## src/rtl/flash_thermo_encoder.sv

```systemverilog
// Flash ADC back end: bubble-corrects a comparator thermometer word, converts it to binary,
// optionally averages 2^AVG_LOG2 samples and hands results out over valid/ready.
module flash_thermo_encoder #(
    parameter int unsigned N_CMP     = 31,
    parameter int unsigned CODE_BITS = 5,
    parameter int unsigned AVG_LOG2  = 0
) (
    input  logic                 clk,
    input  logic                 rst,
    input  logic                 en,
    input  logic [N_CMP-1:0]     Q,
    output logic [CODE_BITS-1:0] code,
    output logic                 code_valid,
    input  logic                 code_ready,
    output logic                 ovf,
    output logic [7:0]           bubble_cnt
);

    localparam int unsigned SUM_W = CODE_BITS + AVG_LOG2;
    localparam int unsigned CNT_W = (AVG_LOG2 > 0) ? AVG_LOG2 : 1;
    localparam logic [CNT_W-1:0] CNT_LAST = CNT_W'((1 << AVG_LOG2) - 1);

    logic [N_CMP-1:0]     q_r;
    logic                 v0;
    logic [N_CMP+1:0]     q_ext;
    logic [N_CMP-1:0]     t_c;
    logic [CODE_BITS-1:0] ones;
    logic                 bub;
    logic [CODE_BITS-1:0] c_r;
    logic                 bub_r;
    logic                 v1;
    logic [SUM_W-1:0]     sum;
    logic [SUM_W-1:0]     sum_next;
    logic [CNT_W-1:0]     cnt;
    logic                 done;
    logic [CODE_BITS-1:0] result;
    logic                 slot_free;

    // S0: comparator capture
    always_ff @(posedge clk or posedge rst) begin
        if (rst) begin
            q_r <= '0;
            v0  <= 1'b0;
        end else begin
            v0 <= en;
            if (en) begin
                q_r <= Q;
            end
        end
    end

    // Below the lowest comparator reads as 1, above the highest as 0
    assign q_ext = {1'b0, q_r, 1'b1};

    // S1: three-input majority vote removes isolated bubbles
    always_comb begin
        t_c = '0;
        for (int i = 0; i < int'(N_CMP); i++) begin
            t_c[i] = (q_ext[i] & q_ext[i+1]) | (q_ext[i] & q_ext[i+2]) | (q_ext[i+1] & q_ext[i+2]);
        end
    end

    always_comb begin
        ones = '0;
        for (int i = 0; i < int'(N_CMP); i++) begin
            ones = ones + CODE_BITS'(t_c[i]);
        end
    end

    assign bub = (t_c != q_r);

    // S1 register; a low en flushes the sample in flight
    always_ff @(posedge clk or posedge rst) begin
        if (rst) begin
            c_r   <= '0;
            bub_r <= 1'b0;
            v1    <= 1'b0;
        end else begin
            c_r   <= ones;
            bub_r <= bub;
            v1    <= v0 & en;
        end
    end

    always_ff @(posedge clk or posedge rst) begin
        if (rst) begin
            bubble_cnt <= '0;
        end else if (v1 && bub_r && (bubble_cnt != 8'hFF)) begin
            bubble_cnt <= bubble_cnt + 8'd1;
        end
    end

    // S2: accumulate 2^AVG_LOG2 samples; the last sample completes a result
    assign sum_next = sum + SUM_W'(c_r);
    assign done     = v1 & en & (cnt == CNT_LAST);
    assign result   = CODE_BITS'(sum_next >> AVG_LOG2);

    always_ff @(posedge clk or posedge rst) begin
        if (rst) begin
            sum <= '0;
            cnt <= '0;
        end else if (!en) begin
            sum <= '0;
            cnt <= '0;
        end else if (v1) begin
            if (cnt == CNT_LAST) begin
                sum <= '0;
                cnt <= '0;
            end else begin
                sum <= sum_next;
                cnt <= cnt + CNT_W'(1);
            end
        end
    end

    // Output slot: a transfer on this edge frees it for the new result
    assign slot_free = ~code_valid | code_ready;

    always_ff @(posedge clk or posedge rst) begin
        if (rst) begin
            code       <= '0;
            code_valid <= 1'b0;
            ovf        <= 1'b0;
        end else begin
            ovf <= 1'b0;
            if (code_valid && code_ready) begin
                code_valid <= 1'b0;
            end
            if (done) begin
                if (slot_free) begin
                    code       <= result;
                    code_valid <= 1'b1;
                end else begin
                    ovf <= 1'b1;
                end
            end
        end
    end

endmodule

```

## config.mk

```make
export PLATFORM = sky130hd
export DESIGN_NAME = flash_thermo_encoder
export DESIGN_NICKNAME = d
export VERILOG_FILES = /design/src/rtl/flash_thermo_encoder.sv
export SDC_FILE = /design/constraint.sdc
export NUM_CORES = 1
export LEC_CHECK = 0
export CORE_UTILIZATION = 49
export CTS_BUF_LIST = sky130_fd_sc_hd__clkbuf_16
export DETAILED_ROUTE_END_ITERATION = 10
export GPL_ROUTABILITY_DRIVEN = 1
export PLACE_DENSITY = 0.82
export SYNTH_ARGS = -nofsm -noshare
export SYNTH_HDL_FRONTEND = slang
export SYNTH_SLANG_ARGS = --single-unit
export TNS_END_PERCENT = 50
```

## constraint.sdc

```tcl
create_clock -name clk -period 5.7 [get_ports clk]
set_clock_uncertainty 0.2 [all_clocks]
set_input_delay 0.57 -clock clk [delete_from_list [all_inputs] [get_ports clk]]
set_output_delay 0.57 -clock clk [all_outputs]
set_load 0.05 [all_outputs]
```

==> key figures, run 1 <==
Global routing
  – Via count of the first global-routing pass: 2433
  – Number of antenna violations at the first check in global routing: 0
  – Sum of overflow across all layers after global routing: 0
  – Pin count of the biggest net entering global routing: 55
  – Global-route wire length before repair: 11.3 mm
  – Global router's overall resource usage: 0.203

Floorplanning
  – Die area: 7180 sq um
  – Horizontal extent of the die: 84.7 um
  – Core ar.: 6460 sq um
  – Starting utilization of the core area: 0.519
  – Die Y: 84.7 um
  – Io pins: 50
  – Core Rows: 29

Synthesis
  – Number of enable-type register cells in the synthesized netlist: 0
  – Synthesized area divided by synthesized cell count: 10.6 sq um
  – Gate count after technology mapping: 317
  – Async set or reset register ratio after synthesis: 1.00
  – Top FF cell, synth: dfrtp_1
  – Net count of the mapped netlist: 383
  – Cell Area, Synth: 3350 sq um
  – Number of warnings issued by yosys: 0
  – Number of storage elements in the synthesis netlist: 54
  – Unique masters post-synth: 42
  – Register area share after synthesis: 0.403

Setup path
  – Worst EP required: 5710 ps
  – Highest-delay cell along the critical path: fa_1
  – CP max FO: 8
  – Worst Reg2Reg Path Length in Cells: 14
  – Critical Path End Type: flop
  – Startpoint-to-endpoint class of the critical path: flop to flop
  – Most numerous cell on the critical path: fa_1
  – Slowest cell delay on critical path: 590 ps
  – Worst setup SP type: flop
  – CP Cell Sequence: maj3_1 > fa_1 > fa_1 > fa_1 > fa_1 > inv_1 > fa_1 > fa_1 > fa_1 > inv_1 > fa_1 > a21o_1 > a21oi_2 > xnor2_1
  – Worst R2R Setup Slack: 210 ps
  – Arrival time of data at the critical path endpoint: 5500 ps

Finish
  – Fraction of layout instances using a drive strength above 1: 0.134
  – Number of inserted diodes: 0
  – Final nets: 431
  – Area added between synthesis and finish: 22.7%
  – Commonest cells after routing, fill and taps aside: dfrtp_1 (49), clkdlybuf4s50_1 (49), nand2_1 (38), inv_1 (32), o21ai_0 (30)

Detailed routing
  – DRC violation total after the first TritonRoute iteration: 115
  – Total wire length: 6.62 mm
  – Via count of the routed design: 2439
  – Count of antenna-violating nets left after detailed routing: 0
  – Remaining routing DRC violations: 2
  – Routed wirelength normalized by instance count: 14.9 um
  – Number of detailed-routing iterations run before antenna repair: 10
  – Vias/cell: 5.51

Pwr
  – Total Power Consumption: 2.76 mW
  – Power share of the combinational group: 0.667
  – Peak VDD IR: 0.000635 V
  – Internal power of the cells: 1.55 mW
  – Power spent charging and discharging nets: 1.21 mW
  – Switching portion of total power: 0.439
  – Power per cell area: 671 nW/um^2
  – Clk network pwr share: 0.125
  – Leak Pwr: 1.84 nW
  – Sequential group share of total power: 0.208

Min path
  – Number of stages on the worst hold path: 1
  – Hold/Removal Path Class: flop to flop

STA
  – Min Clock Period, post-route: 5490 ps
  – Final critical-path setup slack: 210 ps
  – Setup repair after global routing missed its margin: false
  – Number of failing hold endpoints at the final stage: 0
  – Final sum of negative setup slack: 0 ps
  – Fin crit share: 0.963
  – FMAX: 0.182 GHz
  – Worst Max-Slew Pin Slew: 1090 ps
  – Final-report setup violation count: 0
  – Fin. max-slew vios: 0
  – Worst slew margin relative to its limit: 0.269

CTS
  – Source-to-sink clock delay at the later pin of the worst-skew pair: 290 ps
  – Clock root cell: clkbuf_16
  – CTS Hold Buffers Added: 0
  – Clock tree from TritonCTS: done
  – H-tree Lvls: 2
  – Number of clock sinks: 54
  – Clock Path Buffers: 2
  – Clock slew at the register clock pins of the worst setup and hold paths: 70 ps
  – Number of buffers added by the clock tree synthesis step: 5

Placed design
  – Pre-CTS worst setup slack: 164 ps
  – Detailed placer's ending HPWL: 4.87 mm
  – Final weighted congestion of routability-driven global placement: 0.856
  – Number of input and output port buffers inserted: 49

Run status
  – Status: finished, violations left
  – Failing checks: design-rule violations

Run
  – Count of max-cap constraint violations: 0
## power groups by stage
stage | Clock (mW) | Combinational, mW | Sequential, mW
2_1_floorplan | 0 | 1.27 | 0.686
3_3_place_gp | 0 | 1.68 | 0.574
3_5_place_dp | 0 | 1.80 | 0.580
4_1_cts | 0.350 | 1.84 | 0.573
5_1_grt | 0.365 | 2.13 | 0.587
6_report | 0.344 | 1.84 | 0.574
## synth_stat cells, types with 3 or more instances
master    instances  area (sq um)
dfrtp_1          54          1350
nand2_1          38           143
inv_1            34           128
o21ai_0          31           155
fa_1             23           460
mux2_2           22           248
maj3_1           16           160
clkbuf_1         13          48.8
a21oi_1           9          45.0
a21o_1            8          60.1
ha_1              8           100
xnor2_1           6          52.6
nand4_1           4          25.0
nor2_1            4          15.0
o211ai_1          4          30.0
xor2_1            4          35.0
a211oi_1          3          22.5
o211a_1           3          30.0
o22ai_1           3          18.8
## critical path: cells and delay by family (launching register included)
kind,cells,cell delay [ps]
adder cells (fa/ha/maj),9,4160
AO/OA/AOI/OAI,2,340
buffers and inverters,2,120
flip-flops,1,460
XOR/XNOR,1,120
## routing by layer
layer,vias to the layer above,global-route usage,share of wire
li1,1173,-,-
met3,14,0.0354,0.042
met2,66,0.343,0.50
met1,1186,0.265,0.43
met4,0,0.0740,0.024
met5,-,0,0
## timing repair
action | 4_1_cts | 5_1_grt
buffers inserted | 0 | 5
endpoints found under the setup margin | 0 | 1
endpoints found under the hold margin | 0 | 0
resized for setup | 0 | 8
## metrics by stage
stage,std cells,instance area (sq um),util,hold slack (ps)
after CTS,438,4060,0.629,263
after floorplan,317,3350,-,234
final,443,4110,0.637,258
after global routing,443,4110,0.637,289
after detailed placement,430,3890,0.603,250
after global placement,430,3890,0.603,240
## registers in the layout, indices dropped and copies added, names as in the netlist
register,flops
ovf,1
v0,1
v1,1
code,5
q_r,31
bubble_cnt,8
code_valid,1
bub_r,1
c_r,5
## kinds of logic after synthesis
| logic type | share of synthesized area |
|---|---|
| XOR/XNOR | 0.0261 |
| adder cells (fa/ha/maj) | 0.215 |
| AND/OR/NAND/NOR | 0.0858 |
| buffers and inverters | 0.0590 |
| flip-flops | 0.403 |
| AO/OA/AOI/OAI | 0.137 |
| multiplexers | 0.0739 |
## final timing paths
kind                           end     from
max reg2reg                 c_r[4]  q_r[12]
max in group asynchronous  q_r[12]      rst
min in group asynchronous   q_r[3]      rst
max                         c_r[4]  q_r[12]
min reg2reg                     v1       v0
min                             v1       v0
## layout make-up
| cell class | count | area, sq um |
|---|---|---|
| Fill cell | 520 | 2350 |
| Inverter | 35 | 131 |
| Clock buffer | 5 | 125 |
| Timing Repair Buffer | 57 | 551 |
| Clock inverter | 3 | 43.8 |
| Multi-Input combinational cell | 212 | 1810 |
| Sequential cell | 54 | 1360 |
| Tap cell | 77 | 96.3 |
(Power assumes the default switching activity.)
==> inputs of run 2 (changes only) <==
REMOVE_ABC_BUFFERS = 1   (was default)
==> run 2 against run 1 <==
  * The flow still finishes with violations (design-rule violations)
  * Worst hold slack better by 2.8 ps
  * Total power decreased by 0.18%
  * Combinational power is essentially flat
  * Design area fell by 1.1%
  * Global-route usage fell by 0.64 points
  * Clock-buffer cell count did not move
  * Non-clock buffer count down 5
  * Flip-flop and latch count did not move
  * Sequential power hardly changed
  * Sequential share of layout area up 0.27 points
  * Critical endpoint unchanged
==> key figures, run 2 (synthesized netlist as in run 1, its figures left out) <==
Finish
  – Largest regs: q_r (31), bubble_cnt (8) (unchanged)
  – Final nets: 426 (was 431)
  – Area added between synthesis and finish: 21.3% (was 22.7%)
  – Most common library cell in the layout ignoring fill and taps: dfrtp_1
  – Commonest cells after routing, fill and taps aside: dfrtp_1 (52), clkdlybuf4s50_1 (49), nand2_1 (38), inv_1 (31), o21ai_0 (31) (was dfrtp_1 (49), clkdlybuf4s50_1 (49), nand2_1 (38), inv_1 (32), o21ai_0 (30))
  – Most flop-heavy register: q_r (unchanged)
  – Number of flip-flops under the largest register name: 31 (unchanged)
  – Core occupancy in the finished layout: 0.630 (was 0.637)
  – Number of inserted diodes: 0 (unchanged)
  – Fraction of layout instances using a drive strength above 1: 0.116 (was 0.134)

CTS
  – Number of buffers added by the clock tree synthesis step: 5 (unchanged)
  – Clock tree from TritonCTS: done (unchanged)
  – Source-to-sink clock delay at the later pin of the worst-skew pair: 290 ps (about the same)
  – H-tree Lvls: 2 (unchanged)
  – Clock root cell: clkbuf_16 (unchanged)
  – Clock Path Buffers: 2 (unchanged)
  – Number of clock sinks: 54 (unchanged)
  – Clock slew at the register clock pins of the worst setup and hold paths: 70 ps (about the same)

Floorplanning
  – Die area: 7180 sq um (unchanged)
  – Io pins: 50 (unchanged)
  – Core ar.: 6460 sq um (unchanged)
  – Horizontal extent of the die: 84.7 um (unchanged)
  – Die Y: 84.7 um (unchanged)
  – Starting utilization of the core area: 0.519 (unchanged)
  – Core Rows: 29 (unchanged)

Setup path
  – Worst R2R Setup Slack: 190 ps (was 210 ps)
  – Arrival time of data at the critical path endpoint: 5520 ps (was 5500 ps)
  – Destination of the worst register-to-register timing path: c_r[4] (unchanged)
  – Slowest cell delay on critical path: 550 ps (was 590 ps)
  – Startpoint-to-endpoint class of the critical path: flop to flop (unchanged)
  – Most numerous cell on the critical path: fa_1 (unchanged)
  – Reg-to-reg startpoint: q_r[2] (was q_r[12])
  – Worst setup SP type: flop (unchanged)
  – CP max FO: 8 (unchanged)
  – Buffers & Inverters on Critical Path: 2 (unchanged)
  – Kind of cell adding the most delay to the critical path: adder cells (unchanged)
  – Worst EP required: 5700 ps (was 5710 ps)
  – Critical Path End Type: flop (unchanged)
  – Highest-delay cell along the critical path: fa_1 (unchanged)
  – CP Cell Sequence: maj3_1 > fa_1 > fa_1 > fa_1 > fa_1 > inv_1 > fa_1 > fa_1 > fa_1 > inv_1 > fa_1 > a21o_1 > a21oi_2 > xnor2_1 (unchanged)
  – Worst Reg2Reg Path Length in Cells: 14 (unchanged)

Global routing
  – Via count of the first global-routing pass: 2406 (was 2433)
  – Pin count of the biggest net entering global routing: 55 (unchanged)
  – Global-route wire length before repair: 10.9 mm (was 11.3 mm)
  – Number of antenna violations at the first check in global routing: 0 (unchanged)
  – Sum of overflow across all layers after global routing: 0 (unchanged)
  – Global router's overall resource usage: 0.197 (was 0.203)

Detailed routing
  – Via count of the routed design: 2383 (was 2439)
  – Total wire length: 6.38 mm (was 6.62 mm)
  – Vias/cell: 5.44 (was 5.51)
  – Remaining routing DRC violations: 3 (was 2)
  – Number of detailed-routing iterations run before antenna repair: 11 (was 10)
  – Count of antenna-violating nets left after detailed routing: 0 (unchanged)
  – DRC violation total after the first TritonRoute iteration: 153 (was 115)
  – Routed wirelength normalized by instance count: 14.6 um (was 14.9 um)

Pwr
  – Peak VDD IR: 0.000466 V (was 0.000635 V)
  – Leak Pwr: 1.82 nW (was 1.84 nW)
  – Total Power Consumption: 2.75 mW (was 2.76 mW)
  – Power per cell area: 677 nW/um^2 (was 671 nW/um^2)

Run status
  – Status: finished, violations left (unchanged)
  – Failing checks: design-rule violations (unchanged)

STA
  – FMAX: 0.181 GHz (was 0.182 GHz)
  – Worst slew margin relative to its limit: 0.267 (was 0.269)
  – Min Clock Period, post-route: 5510 ps (was 5490 ps)
  – Worst Max-Slew Pin Slew: 1100 ps (was 1090 ps)
  – Fin. max-slew vios: 0 (unchanged)
  – Final sum of negative setup slack: 0 ps (unchanged)
  – Final-report setup violation count: 0 (unchanged)
  – Fin crit share: 0.967 (was 0.963)
  – Number of failing hold endpoints at the final stage: 0 (unchanged)

Min path
  – Hold/Removal Path Class: flop to flop (unchanged)
  – Number of stages on the worst hold path: 1 (unchanged)
  – Hold endpoint: v1 (unchanged)
  – Min-delay src: v0 (unchanged)

Run
  – Count of max-cap constraint violations: 0 (unchanged)

Placed design
  – Detailed placer's ending HPWL: 4.86 mm (was 4.87 mm)
  – Final weighted congestion of routability-driven global placement: 0.849 (was 0.856)
  – Number of input and output port buffers inserted: 49 (unchanged)
run 2: cell types whose count changed in the layout (fill, tap and decap cells not counted):
cell and delta:
dfrtp_1 +3, dfrtp_2 -3, o21ai_0 +1, buf_4 -5, o21ai_1 -1, inv_2 +1
clkinv_2 +1, inv_6 -1, inv_1 -1
run 2: cell type report:
class | count | area (sq um)
Clock buffer | 5 | 125
Clock inverter | 3 | 40.0
Fill cell | 535 | 2390
Inverter | 35 | 131
Multi-Input combinational cell | 212 | 1810
Sequential cell | 54 | 1350
Tap cell | 77 | 96.3
Timing Repair Buffer | 52 | 513
run 2: what timing repair did:
| action | 4_1_cts | 5_1_grt |
|---|---|---|
| endpoints found under the setup margin | 0 | 1 |
| setup buffers | 0 | 0 |
| gates resized for setup | 0 | 5 |
| hold buffers | 0 | 0 |
run 2: power breakdown:
group | total [mW] | switching, mW | internal (mW)
combinational | 1.85 | 1.01 | 0.831
clock | 0.336 | 0.131 | 0.206
sequential | 0.571 | 0.0701 | 0.501
run 2: layer usage:
metal	vias to the layer above	part of all wire	global-route usage
met1	1138	0.41	0.235
li1	1161	-	-
met2	67	0.51	0.351
met5	-	0	0
met3	17	0.048	0.0403
met4	0	0.030	0.0724
run 2: through the flow:
step,hold WS (ps),instances,worst slack [ps],area [sq um]
after floorplan,234,301,378,3290
after global placement,238,430,277,3890
after detailed placement,243,430,58.0,3890
after CTS,261,438,31.9,4060
after global routing,286,438,-13.9,4070
final,261,438,187,4070
run 2: worst max-delay path by stage:
stage	depth (start not counted)	start	endpoint
after floorplan	16	q_r[20]	c_r[4]
after global placement	16	q_r[20]	c_r[4]
after detailed placement	16	q_r[20]	c_r[4]
after CTS	17	q_r[1]	c_r[4]
after global routing	16	q_r[20]	c_r[4]
final	14	q_r[2]	c_r[4]
